===== src/rtl/tst_din_pkg.sv =====
// Shared types, constants and helpers for the tst_din_gen frame generator.
// The PRBS helpers are only referenced when TST_DIN_PRBS_EN is defined.
package tst_din_pkg;

    typedef enum logic [1:0] {
        ST_IDLE,
        ST_LOAD,
        ST_STREAM,
        ST_DONE
    } state_e;

    localparam int SAMPLE_W            = 32;
    localparam int HALF_W              = 16;
    localparam int DEFAULT_FRAME_BEATS = 1024;

    // PRBS-31, x^31 + x^28 + 1: feedback taps on state bits 30 and 27.
    localparam int                PRBS_W        = 31;
    localparam logic [PRBS_W-1:0] PRBS_TAPS     = 31'h4800_0000;
    localparam logic [31:0]       PRBS_LANE_MIX = 32'h9E37_79B9;

    typedef struct packed {
        logic [PRBS_W-1:0]   state;
        logic [SAMPLE_W-1:0] bits;
    } prbs_t;

    function automatic int lane_lsb(input int lane);
        return lane * SAMPLE_W;
    endfunction

    function automatic logic [SAMPLE_W-1:0] sample_pack(input logic [HALF_W-1:0] re,
                                                        input logic [HALF_W-1:0] im);
        return {im, re};
    endfunction

    // A seed whose 31 register bits are all zero would lock the LFSR, so it becomes 1.
    function automatic logic [PRBS_W-1:0] prbs_seed(input logic [31:0] nite, input int lane);
        logic [PRBS_W-1:0] s;
        s = PRBS_W'(nite ^ (32'(lane) * PRBS_LANE_MIX));
        if (s == '0) s = PRBS_W'(1);
        return s;
    endfunction

    // Runs the LFSR 32 steps; bit i of the result is the i-th new bit produced.
    function automatic prbs_t prbs_step32(input logic [PRBS_W-1:0] state);
        prbs_t r;
        logic  fb;
        r.state = state;
        r.bits  = '0;
        for (int i = 0; i < SAMPLE_W; i++) begin
            fb        = ^(r.state & PRBS_TAPS);
            r.bits[i] = fb;
            r.state   = {r.state[PRBS_W-2:0], fb};
        end
        return r;
    endfunction

endpackage


===== src/rtl/tst_din_lane.sv =====
// One sample lane of tst_din_gen: supplies the sample for the beat being loaded.
// Ramp pattern by default; per-lane PRBS-31 LFSR when TST_DIN_PRBS_EN is defined.
module tst_din_lane
    import tst_din_pkg::*;
#(
    parameter int LANE = 0
) (
    input  logic [31:0]         seed,
`ifdef TST_DIN_PRBS_EN
    input  logic                clk,
    input  logic                srst_n,
    input  logic                load,
    input  logic                adv,
`else
    input  logic [15:0]         idx_base,
`endif
    output logic [SAMPLE_W-1:0] sample
);

`ifdef TST_DIN_PRBS_EN
    logic [PRBS_W-1:0] lfsr_q;
    prbs_t             step;

    // On load the first beat is generated straight from the seed, so it is ready in LOAD.
    always_comb begin
        step   = prbs_step32(load ? prbs_seed(seed, LANE) : lfsr_q);
        sample = step.bits;
    end

    always_ff @(posedge clk) begin
        if (!srst_n) begin
            lfsr_q <= PRBS_W'(1);
        end else if (load || adv) begin
            lfsr_q <= step.state;
        end
    end
`else
    logic [15:0] idx;

    always_comb begin
        idx    = idx_base + 16'(LANE);
        sample = sample_pack(idx + seed[15:0], seed[31:16] - idx);
    end
`endif

endmodule


===== src/rtl/tst_din_gen.sv =====
// Test-stimulus frame generator: one start pulse emits one AXI4-Stream frame of
// seeded complex samples, then pulses done_o. TST_DIN_PRBS_EN selects PRBS lanes.
module tst_din_gen
    import tst_din_pkg::*;
#(
    parameter int NLANE       = 4,
    parameter int FRAME_BEATS = DEFAULT_FRAME_BEATS,
    parameter int BEAT_W      = 16
) (
    input  logic                      clk,
    input  logic                      srst_n,
    input  logic                      start_i,
    input  logic [31:0]               nite_i,
    output logic                      done_o,
    output logic                      busy_o,
    output logic                      start_ovr_o,
    output logic [31:0]               stall_cnt_o,
    output logic [SAMPLE_W*NLANE-1:0] m_axis_tdata,
    output logic                      m_axis_tvalid,
    input  logic                      m_axis_tready,
    output logic                      m_axis_tlast
);

    localparam int                DATA_W    = SAMPLE_W * NLANE;
    localparam logic [BEAT_W-1:0] LAST_BEAT = BEAT_W'(FRAME_BEATS - 1);

    state_e            state_q, state_d;
    logic [BEAT_W-1:0] beat_q, beat_d;
    logic [31:0]       seed_q;
    logic [DATA_W-1:0] tdata_q, lane_data;
    logic              tvalid_q, tlast_q, ovr_q;
    logic [31:0]       stall_q;
    logic              accept, handshake, last_hs;
    logic              load_first, load_next, load_beat;

    // NOTE: every always_comb output gets a default first, so no path can infer a latch.
    always_comb begin
        accept     = (state_q == ST_IDLE) && start_i;
        handshake  = tvalid_q && m_axis_tready;
        last_hs    = (state_q == ST_STREAM) && handshake && (beat_q == LAST_BEAT);
        load_first = (state_q == ST_LOAD);
        load_next  = (state_q == ST_STREAM) && handshake && (beat_q != LAST_BEAT);
        load_beat  = load_first || load_next;
        beat_d     = load_first ? '0 : beat_q + BEAT_W'(1);

        state_d = state_q;
        case (state_q)
            ST_IDLE:   if (accept) state_d = ST_LOAD;
            ST_LOAD:   state_d = ST_STREAM;
            ST_STREAM: if (last_hs) state_d = ST_DONE;
            ST_DONE:   state_d = ST_IDLE;
            default:   state_d = ST_IDLE;
        endcase
    end

    // NOTE: registers use non-blocking assignments so every flop samples pre-edge values.
    always_ff @(posedge clk) begin
        if (!srst_n) begin
            state_q <= ST_IDLE;
        end else begin
            state_q <= state_d;
        end
    end

`ifndef TST_DIN_PRBS_EN
    logic [15:0] idx_base;
    assign idx_base = 16'(beat_d * NLANE);
`endif

    for (genvar k = 0; k < NLANE; k++) begin : g_lane
        tst_din_lane #(
            .LANE(k)
        ) u_lane (
            .seed     (seed_q),
`ifdef TST_DIN_PRBS_EN
            .clk      (clk),
            .srst_n   (srst_n),
            .load     (load_first),
            .adv      (load_next),
`else
            .idx_base (idx_base),
`endif
            .sample   (lane_data[lane_lsb(k) +: SAMPLE_W])
        );
    end

    always_ff @(posedge clk) begin
        if (!srst_n) begin
            seed_q   <= '0;
            beat_q   <= '0;
            tdata_q  <= '0;
            tvalid_q <= 1'b0;
            tlast_q  <= 1'b0;
            ovr_q    <= 1'b0;
            stall_q  <= '0;
        end else begin
            if (accept) begin
                seed_q  <= nite_i;
                beat_q  <= '0;
                stall_q <= '0;
            end else if (tvalid_q && !m_axis_tready && (stall_q != '1)) begin
                stall_q <= stall_q + 32'd1;
            end

            // A new beat replaces the accepted one in the same edge, so there are no bubbles.
            if (load_beat) begin
                tdata_q  <= lane_data;
                beat_q   <= beat_d;
                tvalid_q <= 1'b1;
                tlast_q  <= (beat_d == LAST_BEAT);
            end else if (last_hs) begin
                tvalid_q <= 1'b0;
                tlast_q  <= 1'b0;
            end

            if (start_i && (state_q != ST_IDLE)) begin
                ovr_q <= 1'b1;
            end
        end
    end

    assign busy_o        = (state_q != ST_IDLE);
    assign done_o        = (state_q == ST_DONE);
    assign start_ovr_o   = ovr_q;
    assign stall_cnt_o   = stall_q;
    assign m_axis_tdata  = tdata_q;
    assign m_axis_tvalid = tvalid_q;
    assign m_axis_tlast  = tlast_q;

endmodule


===== config.mk =====
export PLATFORM = sky130hd
export DESIGN_NAME = tst_din_gen
export DESIGN_NICKNAME = d
export VERILOG_FILES = /design/src/rtl/tst_din_pkg.sv /design/src/rtl/tst_din_lane.sv /design/src/rtl/tst_din_gen.sv
export SDC_FILE = /design/constraint.sdc
export NUM_CORES = 1
export LEC_CHECK = 0
export CAP_MARGIN = 25
export CORE_AREA = 2 2 200 202
export DETAILED_ROUTE_END_ITERATION = 10
export DIE_AREA = 0 0 202 204
export GPL_TIMING_DRIVEN = 0
export SYNTH_ARGS = -nofsm -noshare
export SYNTH_HDL_FRONTEND = slang
export SYNTH_SLANG_ARGS = --single-unit

===== constraint.sdc =====
create_clock -name clk -period 3.6 [get_ports clk]
set_clock_uncertainty 0.15 [all_clocks]
set_input_delay 0.72 -clock clk [delete_from_list [all_inputs] [get_ports clk]]
set_output_delay 0.72 -clock clk [all_outputs]
set_load 0.02 [all_outputs]

Word-level counts from Yosys, hierarchy flattened

Cells that the tools add are included.

Reduce and logical (&&, ||, !) cells: 16
Equal/unequal tests: 9
Muxes and demuxes: 9
Add/subtract/negate cells: 13
Bitwise gates (word level): 1

Operators by type and width:

| cell                                            | number |
|---|---|
| adder 16 bit                                    | 4 |
| subtractor 16 bit                               | 4 |
| 2-to-1 mux 16 bit                               | 3 |
| adder 16 x 1 -> 16 bit, second input constant   | 2 |
| adder 16 x 2 -> 16 bit, second input constant   | 2 |
| adder 32 x 1 -> 32 bit, second input constant   | 1 |
| == test 16 x 10 -> 1 bit, second input constant | 2 |
| != test 32 bit, second input constant           | 1 |
| != test 16 x 10 -> 1 bit, second input constant | 1 |
| logical AND 1 bit                               | 8 |
| case mux 2 bit (4 select lines)                 | 1 |
| nonzero test 2 bit                              | 3 |
| == test 2 bit, second input constant            | 2 |
| 2-to-1 mux 2 bit                                | 2 |
| != test 2 bit, second input constant            | 2 |
| 2-to-1 mux 1 bit                                | 3 |
| == test 2 x 1 -> 1 bit, second input constant   | 1 |
| zero test 2 bit                                 | 1 |
| AND reduction 2 bit                             | 1 |
| OR reduction 2 bit                              | 1 |
| zero test 1 bit                                 | 1 |
| logical OR 1 bit                                | 1 |
| NOT 1 bit                                       | 1 |

Register bits: 213
Bits of input ports: 36
Word-level logic and storage cells: 56
Output and inout port bits: 165

Depth between registers and ports, before layout

Gate-level depths: netlist (run 1).

Depth in word-level cells: 5
Depth in mapped cells: 15
Gate-level depth less buffers: 13

Cells and area by module

Synthesis (run 1) repeated with hierarchy kept, for this count alone.

Cell total of the unflattened synthesis: 1,998
Area total of the unflattened synthesis: 15,489.9 µm²

Modules (own cells, without submodules):

| module                          | area each (µm²) | cells each | times used | sequential area each (µm²) |
|---|---|---|---|---|
| tst_din_gen                     | 8,819.7         | 1,079      | 1          | 4,264.1 |
| tst_din_lane (g_lane[1].u_lane) | 1,729.2         | 232        | 1          | 0.0 |
| tst_din_lane (g_lane[3].u_lane) | 1,714.1         | 238        | 1          | 0.0 |
| tst_din_lane (g_lane[2].u_lane) | 1,669.1         | 230        | 1          | 0.0 |
| tst_din_lane (g_lane[0].u_lane) | 1,557.7         | 219        | 1          | 0.0 |

Worst setup path before layout (run 1)

OpenSTA, ideal clock, no wires.

Path kind: register to register
Start point: register beat_q[0]
End point: register tdata_q[29] (netlist: m_axis_tdata[29])
Period minus slack after synthesis: 3.467 ns
Required time: 3.335 ns
Arrival time: 3.203 ns
Stages on the path, launching flop included: 15
Path buffers: 2
Setup time: 0.115 ns
Setup slack: 0.133 ns
Path through: dfxtp_1 -> ha_1 -> and3_1 -> clkbuf_1 -> nand3_1 -> xnor2_1 -> nor2b_1 -> inv_1 -> ha_1 -> clkbuf_1 -> nand2_1 -> or3_1 -> o21ai_0 -> nor3_1 -> a2111oi_0

Cells in the longest elaborated chain, start to end: 3
Elaborated cells on any way between the ends: 6
Classes of those cells: 2 x add/sub; 1 x eq/ne; 1 x mux; 2 x reduce/logical

Ends and longest elaborated chain:

| element                                                                   | RTL line                              | RTL |
|---|---|---|
| from (decl)                                                               | tst_din_gen.sv:28                     | `logic [BEAT_W-1:0] beat_q, beat_d;` |
| from (signal assigned)                                                    | tst_din_gen.sv:108                    | `beat_q <= beat_d;` |
| adder 16 x 1 -> 16 bit / != test 16 x 10 -> 1 bit (equally long branches) | tst_din_gen.sv:44, tst_din_gen.sv:42  |  |
| 2-to-1 mux 16 bit / logical AND 1 bit (equally long branches)             | tst_din_gen.sv:44, tst_din_gen.sv:42  |  |
| subtractor 16 bit / logical OR 1 bit (equally long branches)              | tst_din_lane.sv:42, tst_din_gen.sv:43 |  |
| to (signal assigned)                                                      | tst_din_gen.sv:107                    | `tdata_q <= lane_data;` |
| to (decl)                                                                 | tst_din_gen.sv:30                     | `logic [DATA_W-1:0] tdata_q, lane_data;` |

Several ways; a longest one is shown, not always the timed one.
A chain may end at the register's enable or synchronous reset.

Final worst setup path (run 1)

Start point: register beat_q[5]
End point: register tdata_q[94] (netlist: m_axis_tdata[94])

Cells in the longest elaborated chain, start to end: 4
Elaborated cells on any way between the ends: 7
Classes of those cells: 3 x add/sub; 1 x eq/ne; 1 x mux; 2 x reduce/logical

Ends and longest elaborated chain:

| element                | RTL line           | RTL |
|---|---|---|
| adder 16 x 1 -> 16 bit | tst_din_gen.sv:44  | `beat_d = load_first ? '0 : beat_q + BEAT_W'(1);` |
| 2-to-1 mux 16 bit      | tst_din_gen.sv:44  |  |
| adder 16 x 2 -> 16 bit | tst_din_lane.sv:41 | `idx = idx_base + 16'(LANE);` |
| subtractor 16 bit      | tst_din_lane.sv:42 | `sample = sample_pack(idx + seed[15:0], seed[31:16] - idx);` |

Several ways; a longest one is shown, not always the timed one.

==> results of run 1 <==
==> cells by family after synthesis <==
kind of cell,count (synthesis)
simple gates,541
compound gates,357
flops,209
buf+inv,129
xor+xnor,117
fa+ha+maj,45
mux,24
==> repair_timing <==
item,4_1_cts,5_1_grt
setup endpoints to repair,75,51
gates cloned,0,0
pin swaps,8,10
gates resized for setup,66,52
endpoints found under the hold margin,0,0
hold buffers,0,0
setup buffers,5,8
==> worst min-delay path, delay by kind of cell (launching register included) <==
kind | cells | cell delay [ns]
flip-flops | 1 | 0.31
AO/OA/AOI/OAI | 1 | 0.05
AND/OR/NAND/NOR | 1 | 0.05
==> report_power, final <==
part / switching [mW] / internal [mW]
Sequential: 0.390 / 2.87
Combinational: 3.66 / 2.30
Clock: 1.08 / 1.57
Total: 5.13 / 6.74
==> layout by cell type (no fill, tap or decap), types with 13 or more instances in the layout <==
master,n
nor3_1,25
nor2_1,115
nand4_1,26
clkbuf_1,35
nand2_1,239
nand3_1,51
clkbuf_16,26
o21ai_0,59
a211oi_1,47
a21oi_1,152
dfxtp_1,204
ha_1,32
xor2_1,48
buf_2,19
xnor2_1,68
and3_1,13
clkdlybuf4s50_1,199
buf_4,21
mux2i_1,13
inv_1,36
==> worst min-delay path by stage <==
stage,slack (ns),to,cells past startpoint,from
after global placement,0.29,m_axis_tdata[98],2,m_axis_tdata[98]
final,0.30,m_axis_tdata[22],2,m_axis_tdata[22]
after global routing,0.32,m_axis_tdata[20],2,m_axis_tdata[20]
after CTS,0.31,m_axis_tdata[87],2,m_axis_tdata[87]
after detailed placement,0.30,m_axis_tdata[116],2,m_axis_tdata[116]
after floorplan,0.29,seed_q[10],2,seed_q[10]
==> state kept, by name, summed over array words and instances, names as in the netlist <==
signal / cells
state_q: 2
beat_q: 16
m_axis_tdata: 124
m_axis_tvalid: 1
m_axis_tlast: 1
stall_cnt_o: 32
seed_q: 32
start_ovr_o: 1
==> final cells by class <==
cell class | count | area, um^2
Inverter | 38 | 143
Multi-Input combinational cell | 1084 | 6770
Clock buffer | 31 | 719
Tap cell | 525 | 657
Clock inverter | 15 | 153
Buffer | 84 | 404
Fill cell | 4028 | 24100
Sequential cell | 209 | 4190
Timing Repair Buffer | 212 | 2090
==> metal layers <==
layer / part of all wire / wire [um] / vias to the layer above / track usage
met2: 0.46 / 19500 / 335 / 0.331
met1: 0.44 / 18600 / 5261 / 0.252
li1: - / - / 5414 / -
met5: 0.00063 / 27 / - / 0
met4: 0.040 / 1700 / 4 / 0.0798
met3: 0.064 / 2730 / 92 / 0.0421
==> per-stage QoR <==
stage,util,hold slack (ns),instance area [um^2]
2_1_floorplan,-,0.291,11200
3_3_place_gp,0.353,0.292,13800
3_5_place_dp,0.353,0.295,13800
4_1_cts,0.381,0.305,14900
5_1_grt,0.386,0.317,15100
6_report,0.386,0.301,15100
==> metrics, run 1 <==
total gr overflow 0; global-route wire length before repair 63600 um; fmax 286 MHz; post-synthesis mux area share 0.0222; Worst IR Drop VDD 0.000424 V; area leader, netlist dfxtp_1; Synth Area in Simple Gates 0.217; Die H 204 um; initial antenna violation count 2; R2R Setup Slk 0.1 ns; Place WS -1.25 ns; FF+latch count, synth 209; reg-to-reg endpoint m_axis_tdata[94]; Final HPWL DP 33200 um; Slew @ Worst Pin 0.929 ns; row count 73; initial core utilization 0.285; synthesized area 11200 um^2; pin count of the biggest net entering global routing 14; Yosys Warn Count 0; # setup viols final 0; worst setup path end m_axis_tdata[94]; Tmin final 3.50 ns; Synth area leaders dfxtp_1, nand2_1, a21oi_1; XOR/XNOR Fraction of Synth Area 0.0933; CORE AREA 39200 um^2; CP Data Required Time 3.87 ns; Hold Fails Final Rpt 0; critical path launch point type register; Crit path max-delay family compound AO/OA/AOI/OAI gates; fin. max-slew vios 0; htree depth 1; Crit. Startpoint beat_q[5]; crit share post-route 0.972; CP Class register to register; drt initial violations 691; n_diodes 0; Vias 11106; Sink Count 209; CP bufs+invs 2; Avg WL per Cell 19.4 um; worst-path maximum fanout 8; max_cap viols 0; RSZ-0062 raised after global routing true; RePlAce Congestion 0.956; Root Driver clkbuf_16; Synth top cells by count nand2_1, dfxtp_1, a21oi_1; EDFF count, synth 0; Setup TNS Final 0 ns; TritonCTS buffer count 26; I/O pins 201; largest family of logic cells by synthesized area simple AND/OR/NAND/NOR gates; Slew headroom 0.380; Min-Delay Path Class register to register; syn_nets 1503; die area 41200 um^2; CTS tree done; top-count cell post-synth nand2_1; Post-synth ARST share 0; Synth cell types 65; placed insts 2146; Antenna Nets Post-Route 0; worst setup margin 0.0994 ns; area grow syn2layout 35.3%; most frequent CP cell inv_1; Power Total 11.9 mW; final wirelength 42600 um; Die Wd 202 um; worst r2r src beat_q[5]; Gate Count Post-Synth 1422; fin cells 2198; leakage 5.50 nW; Data arrival, critical path 3.77 ns; critical path cell sequence nand3_2 > or4_4 > a21oi_4 > inv_1 > ha_4 > a21oi_2 > inv_1 > a311oi_2 > o21ai_0 > mux2i_2 > nand2_1; share of layout cells above drive strength 1 0.108; DRC viols 0; Synth Area in Adders 0.0530; CTS clk-pin slew, worst paths 0.06 ns; GRT Total Usage 0.199; Pwr Density 784 nW/um^2; vias in the first global route 10574; reg2reg path depth 11; post-synth top area share 0.374; post-synthesis compound-gate area fraction 0.193; 1st-pass router iterations 6; slowest CP cell or4_4; status complete, no violations; # nets final 1736; number of buffers added on ports 199; Primary FF master, synth dfxtp_1; worst skew pair latency 0.56 ns; CTS max path bufs 3; Via density 5.05; Worst setup EP type register; Syn Area/Cell 7.86 um^2; WP depth 11; post-synthesis sequential area ratio 0.374; max incr delay on CP 0.57 ns
Power figures use the tool's default switching activity.
==> run 2, diff against run 1 <==
--- a/config.mk
+++ b/config.mk
@@ -6,10 +6,10 @@
 export NUM_CORES = 1
 export LEC_CHECK = 0
 export CAP_MARGIN = 25
-export CORE_AREA = 2 2 200 202
+export CORE_AREA = 2 2 156 158
 export DETAILED_ROUTE_END_ITERATION = 10
-export DIE_AREA = 0 0 202 204
-export GPL_TIMING_DRIVEN = 0
+export DIE_AREA = 0 0 158 160
+export PLACE_DENSITY = 0.76
 export SYNTH_ARGS = -nofsm -noshare
 export SYNTH_HDL_FRONTEND = slang
 export SYNTH_SLANG_ARGS = --single-unit
==> metrics, run 2 (synthesis results as in run 1) <==
Hold Fails Final Rpt 0 (unchanged); initial core utilization 0.469 (+0.184); share of layout cells above drive strength 1 0.101 (-0.00741); # hold bufs at CTS 0 (unchanged); met2 Track Usage GR 0.443 (+0.111); # setup viols final 0 (unchanged); fin. max-slew vios 0 (unchanged); Sink Count 209 (unchanged); CTS tree done; area grow syn2layout 33.2%; htree depth 1 (unchanged); Post-CTS Setup Bufs 0 (-5); CP Data Required Time 3.86 ns (about the same); Min-Delay Path Class register to register; drt initial violations 880 (+27%); placed cell area 14000 um^2 (+1.5%); final wirelength 34500 um (-19%); Root Driver clkbuf_16; Most Crowded Layer GR met2; # nets final 1742 (+0.35%); CORE AREA 23800 um^2 (-39%); Slew headroom 0.547 (+0.166); max reg flops 124 (unchanged); n_diodes 0 (unchanged); I/O pins 201 (unchanged); Avg WL per Cell 17.3 um (-11%); Tmin final 3.41 ns (-0.0867 ns); total gr overflow 0 (unchanged); DRC viols 0 (unchanged); Antenna Nets Post-Route 0 (unchanged); Slew @ Worst Pin 0.677 ns (-0.253 ns); vias in the first global route 10116 (-4.3%); placed insts 1960 (-8.7%); worst skew pair latency 0.51 ns (-0.05 ns); crit share post-route 0.948 (-0.0241); TritonCTS buffer count 23 (-12%); most frequent cells in the layout nand2_1, dfxtp_1, clkdlybuf4s50_1; most common cell after layout, fill and taps aside nand2_1; max_cap viols 0 (unchanged); Die H 160 um (-22%); 1st-pass router iterations 5 (-1); GRT Total Usage 0.266 (+0.0670); CP Class register to register; hold_sp m_axis_tdata[21]; Final HPWL DP 26200 um (-21%); max incr delay on CP 0.41 ns (-0.16 ns); fin cells 2001 (-9.0%); R2R Setup Slk 0.19 ns (+0.09 ns); RePlAce Congestion 0.976 (+2.1%); worst r2r src beat_q[0]; leakage 5.66 nW (+2.8%); GRT met3 Usage 0.0364 (-0.00573); post-CTS sizing 0 (-100%); CTS clk-pin slew, worst paths 0.06 ns (about the same); Vias 10985 (-1.1%); pin count of the biggest net entering global routing 81 (+67); Data arrival, critical path 3.67 ns (-0.10 ns); Worst IR Drop VDD 0.000417 V (-1.8%); Pwr Density 778 nW/um^2 (-0.79%); Die Wd 158 um (-22%); Via density 5.49 (+8.6%); global-route wire length before repair 54100 um (-15%); CTS max path bufs 3 (unchanged); worst-path maximum fanout 7 (-1); met1 GRT Util 0.365 (+0.113); critical path cell sequence ha_1 > and3_1 > buf_4 > and3_1 > xnor2_1 > nor2_2 > inv_1 > ha_1 > a21o_1 > a21o_1 > a221o_1 > a21oi_1 > xnor2_1 > a211oi_1; die area 25300 um^2 (-39%); Crit. Startpoint beat_q[0]; Finished Cell Area 14900 um^2 (-1.6%); Worst setup EP type register; initial antenna violation count 0 (-2); critical path launch point type register; number of buffers added on ports 200 (+0.50%); status complete, no violations; slowest CP cell a221o_1; row count 57 (-22%); fmax 293 MHz (+2.5%)
-- run 2: cell count changes in the layout (fill, tap and decap cells not counted), moves of 11 or more --
cell      change
a21oi_2      -11
buf_1        -11
buf_4        +81
buf_2        -19
clkbuf_1     -31
-- run 2: path summary, 6_finish.rpt --
check | to | cells past startpoint
max | m_axis_tdata[95] | 14
min reg2reg | m_axis_tdata[21] | 2
max reg2reg | m_axis_tdata[95] | 14
min | m_axis_tdata[21] | 2
-- run 2: power by group --
group,total (mW),internal (mW),switching [mW]
Clock,2.55,1.58,0.973
Sequential,3.27,2.87,0.407
Combinational,5.75,2.46,3.29
-- run 2: layout make-up --
type	count	area, um^2
fill	2115	8930
multi-input combinational	1084	6500
sequential	209	4190
timing repair buffer	305	2830
clock buffer	29	618
tap	324	405
clock inverter	12	206
inverter	38	145
-- run 2: per-stage QoR --
stage / hold slack, ns / worst slack [ns] / setup TNS, ns / total power [mW] / utilization
2_1_floorplan: 0.291 / 0.133 / 0 / 6.60 / -
3_3_place_gp: 0.290 / 0.136 / 0 / 8.94 / 0.589
4_1_cts: 0.301 / 0.0831 / 0 / 11.6 / 0.624
6_report: 0.300 / 0.186 / 0 / 11.6 / 0.625
5_1_grt: 0.311 / -0.0219 / -0.0289 / 12.2 / 0.625
3_5_place_dp: 0.294 / 0.100 / 0 / 9.00 / 0.589
-- run 2: per-layer routing --
| metal | routed length, um | vias to the layer above |
|---|---|---|
| met5 | 0 | - |
| met4 | 803 | 0 |
| met3 | 1940 | 58 |
| met2 | 16200 | 363 |
| met1 | 15600 | 5125 |
| li1 | - | 5439 |
-- run 2: worst max-delay path, delay by kind of cell (launching register included) --
kind / cells / cell delay, ns
compound gates: 5 / 1.23
fa+ha+maj: 2 / 0.60
simple gates: 3 / 0.56
flops: 1 / 0.35
buf+inv: 2 / 0.22
xor+xnor: 2 / 0.21
==> run 3, diff against run 2 <==
--- a/config.mk
+++ b/config.mk
@@ -9,6 +9,8 @@
 export CORE_AREA = 2 2 156 158
 export DETAILED_ROUTE_END_ITERATION = 10
 export DIE_AREA = 0 0 158 160
+export GPL_ROUTABILITY_DRIVEN = 0
+export GPL_TIMING_DRIVEN = 1
 export PLACE_DENSITY = 0.76
 export SYNTH_ARGS = -nofsm -noshare
 export SYNTH_HDL_FRONTEND = slang
==> constraint.sdc (replaced) <==
create_clock -name clk -period 3.6 [get_ports clk]
set_clock_uncertainty 0.15 [all_clocks]
set_input_delay 0.54 -clock clk [delete_from_list [all_inputs] [get_ports clk]]
set_output_delay 0.54 -clock clk [all_outputs]
set_load 0.02 [all_outputs]
==> metrics, run 3 (synthesis results as in run 1) <==
WL met2 15600 um (-4.1%); total gr overflow 0 (unchanged); Sink Count 209 (unchanged); DRC viols 0 (unchanged); die area 25300 um^2 (unchanged); Root Driver clkbuf_16; leakage 5.46 nW (-3.6%); n_diodes 0 (unchanged); CTS clk-pin slew, worst paths 0.06 ns (about the same); Avg WL per Cell 17.2 um (-0.57%); Worst IR Drop VDD 0.000380 V (-8.9%); share of layout cells above drive strength 1 0.0828 (-0.0179); placed insts 1925 (-1.8%); Hold Fails Final Rpt 0 (unchanged); max reg flops 124 (unchanged); most common cell after layout, fill and taps aside nand2_1; max_cap viols 0 (unchanged); worst r2r src beat_q[0]; Min-Delay Path Class register to register; worst-path maximum fanout 6 (-1); critical path launch point type register; CTS max path bufs 3 (unchanged); number of buffers added on ports 200 (unchanged); fmax 291 MHz (-0.52%); pin count of the biggest net entering global routing 100 (+23%); # nets final 1707 (-2.0%); Tmin final 3.43 ns (+0.0179 ns); Pwr Density 766 nW/um^2 (-1.5%); GRT Total Usage 0.256 (-0.0106); status complete, no violations; most frequent CP cell ha_1; Crit. Startpoint beat_q[0]; Die Wd 158 um (unchanged); slowest CP cell dfxtp_2; area of the multi-input gates 6510 um^2 (+0.15%); Top Layer Used met4; Via density 5.62 (+2.4%); vias in the first global route 10180 (+0.63%); # hold bufs at CTS 0 (unchanged); worst skew pair latency 0.51 ns (about the same); fin cells 1966 (-1.7%); Final Util 0.610 (-0.0147); CTS tree done; Power Total 11.1 mW (-3.8%); max incr delay on CP 0.39 ns (-0.02 ns); fin. max-slew vios 0 (unchanged); Slew @ Worst Pin 0.710 ns (+0.0333 ns); fillers 2125 (+0.47%); critical path cell sequence ha_1 > and3_4 > nand3_1 > xnor2_1 > nor2b_2 > buf_4 > ha_1 > a21oi_1 > o21ai_0 > a221oi_1 > xor2_1 > a211oi_1; register area 4190 um^2 (about the same); Antenna Nets Post-Route 0 (unchanged); Vias 11049 (+0.58%); hold_sp m_axis_tdata[51]; initial antenna violation count 0 (unchanged); Die H 160 um (unchanged); Worst setup EP type register; # setup viols final 0 (unchanged); Post-Route M1 WL 14400 um (-7.8%); row count 57 (unchanged); CORE AREA 23800 um^2 (unchanged); CP Class register to register; I/O pins 201 (unchanged); Hold Worst Slack 0.299 ns (-0.000686 ns); TritonCTS buffer count 23 (unchanged); htree depth 1 (unchanged); metal3 WL 2570 um (+33%); final wirelength 33700 um (-2.3%); Data arrival, critical path 3.71 ns (+0.04 ns); Slew headroom 0.523 (-0.0235); initial core utilization 0.469 (unchanged); 1st-pass router iterations 6 (+1); Final HPWL DP 25300 um (-3.3%); crit share post-route 0.953 (+0.00496); global-route wire length before repair 52500 um (-3.1%); area grow syn2layout 30.0%; CP Data Required Time 3.88 ns (+0.02 ns); drt initial violations 992 (+13%); most frequent cells in the layout nand2_1, dfxtp_1, clkdlybuf4s50_1
run 3: cell count changes in the layout (fill, tap and decap cells not counted), moves of 2 or more:
cell / change
clkinvlp_4: -2
clkinv_2: +3
buf_12: -2
bufinv_16: -3
o21ai_1: +2
buf_4: -33
o21ai_0: -3
run 3: critical path: cells and delay by family, from the launching register on:
family,cells,cell delay [ns]
xor+xnor,2,0.28
fa+ha+maj,2,0.60
flops,1,0.39
simple gates,3,0.54
compound gates,4,1.23
buf+inv,1,0.15
run 3: metrics by stage:
stage | area [um^2] | TNS, ns | setup slack [ns]
detailed placement | 13800 | 0 | 0.00972
floorplan | 11200 | 0 | 0.133
global route | 14500 | -0.0479 | -0.0267
finish | 14500 | 0 | 0.168
CTS | 14500 | 0 | 0.0182
global placement | 13800 | 0 | 0.199
run 3: what timing repair did:
item | CTS | global route
resized for setup | 3 | 12
cloned | 0 | 0
pin swaps | 0 | 1
setup buffers | 0 | 0
setup endpoints to repair | 1 | 58
run 3: final timing paths:
check,endpoint,slack [ns],depth (start not counted)
setup / recovery,m_axis_tdata[11],0.17,12
hold / removal,m_axis_tdata[51],0.30,2
setup reg to reg,m_axis_tdata[11],0.17,12
hold reg to reg,m_axis_tdata[51],0.30,2
run 3: layer usage:
metal | global-route usage | vias up
met4 | 0.0942 | 0
met3 | 0.0399 | 82
met5 | 0 | -
met2 | 0.416 | 449
met1 | 0.342 | 5171
li1 | - | 5347
run 3: area by class of cell:
| type | count | area share |
|---|---|---|
| Clock buffer | 31 | 0.0437 |
| Clock inverter | 10 | 0.00800 |
| Inverter | 38 | 0.00998 |
| Multi-Input combinational cell | 1084 | 0.448 |
| Sequential cell | 209 | 0.288 |
| Tap cell | 324 | 0.0279 |
| Timing Repair Buffer | 270 | 0.175 |
run 3: power breakdown:
part	internal [mW]	switching (mW)
combinational	2.28	3.23
sequential	2.87	0.417
clock	1.39	0.960
total	6.53	4.61
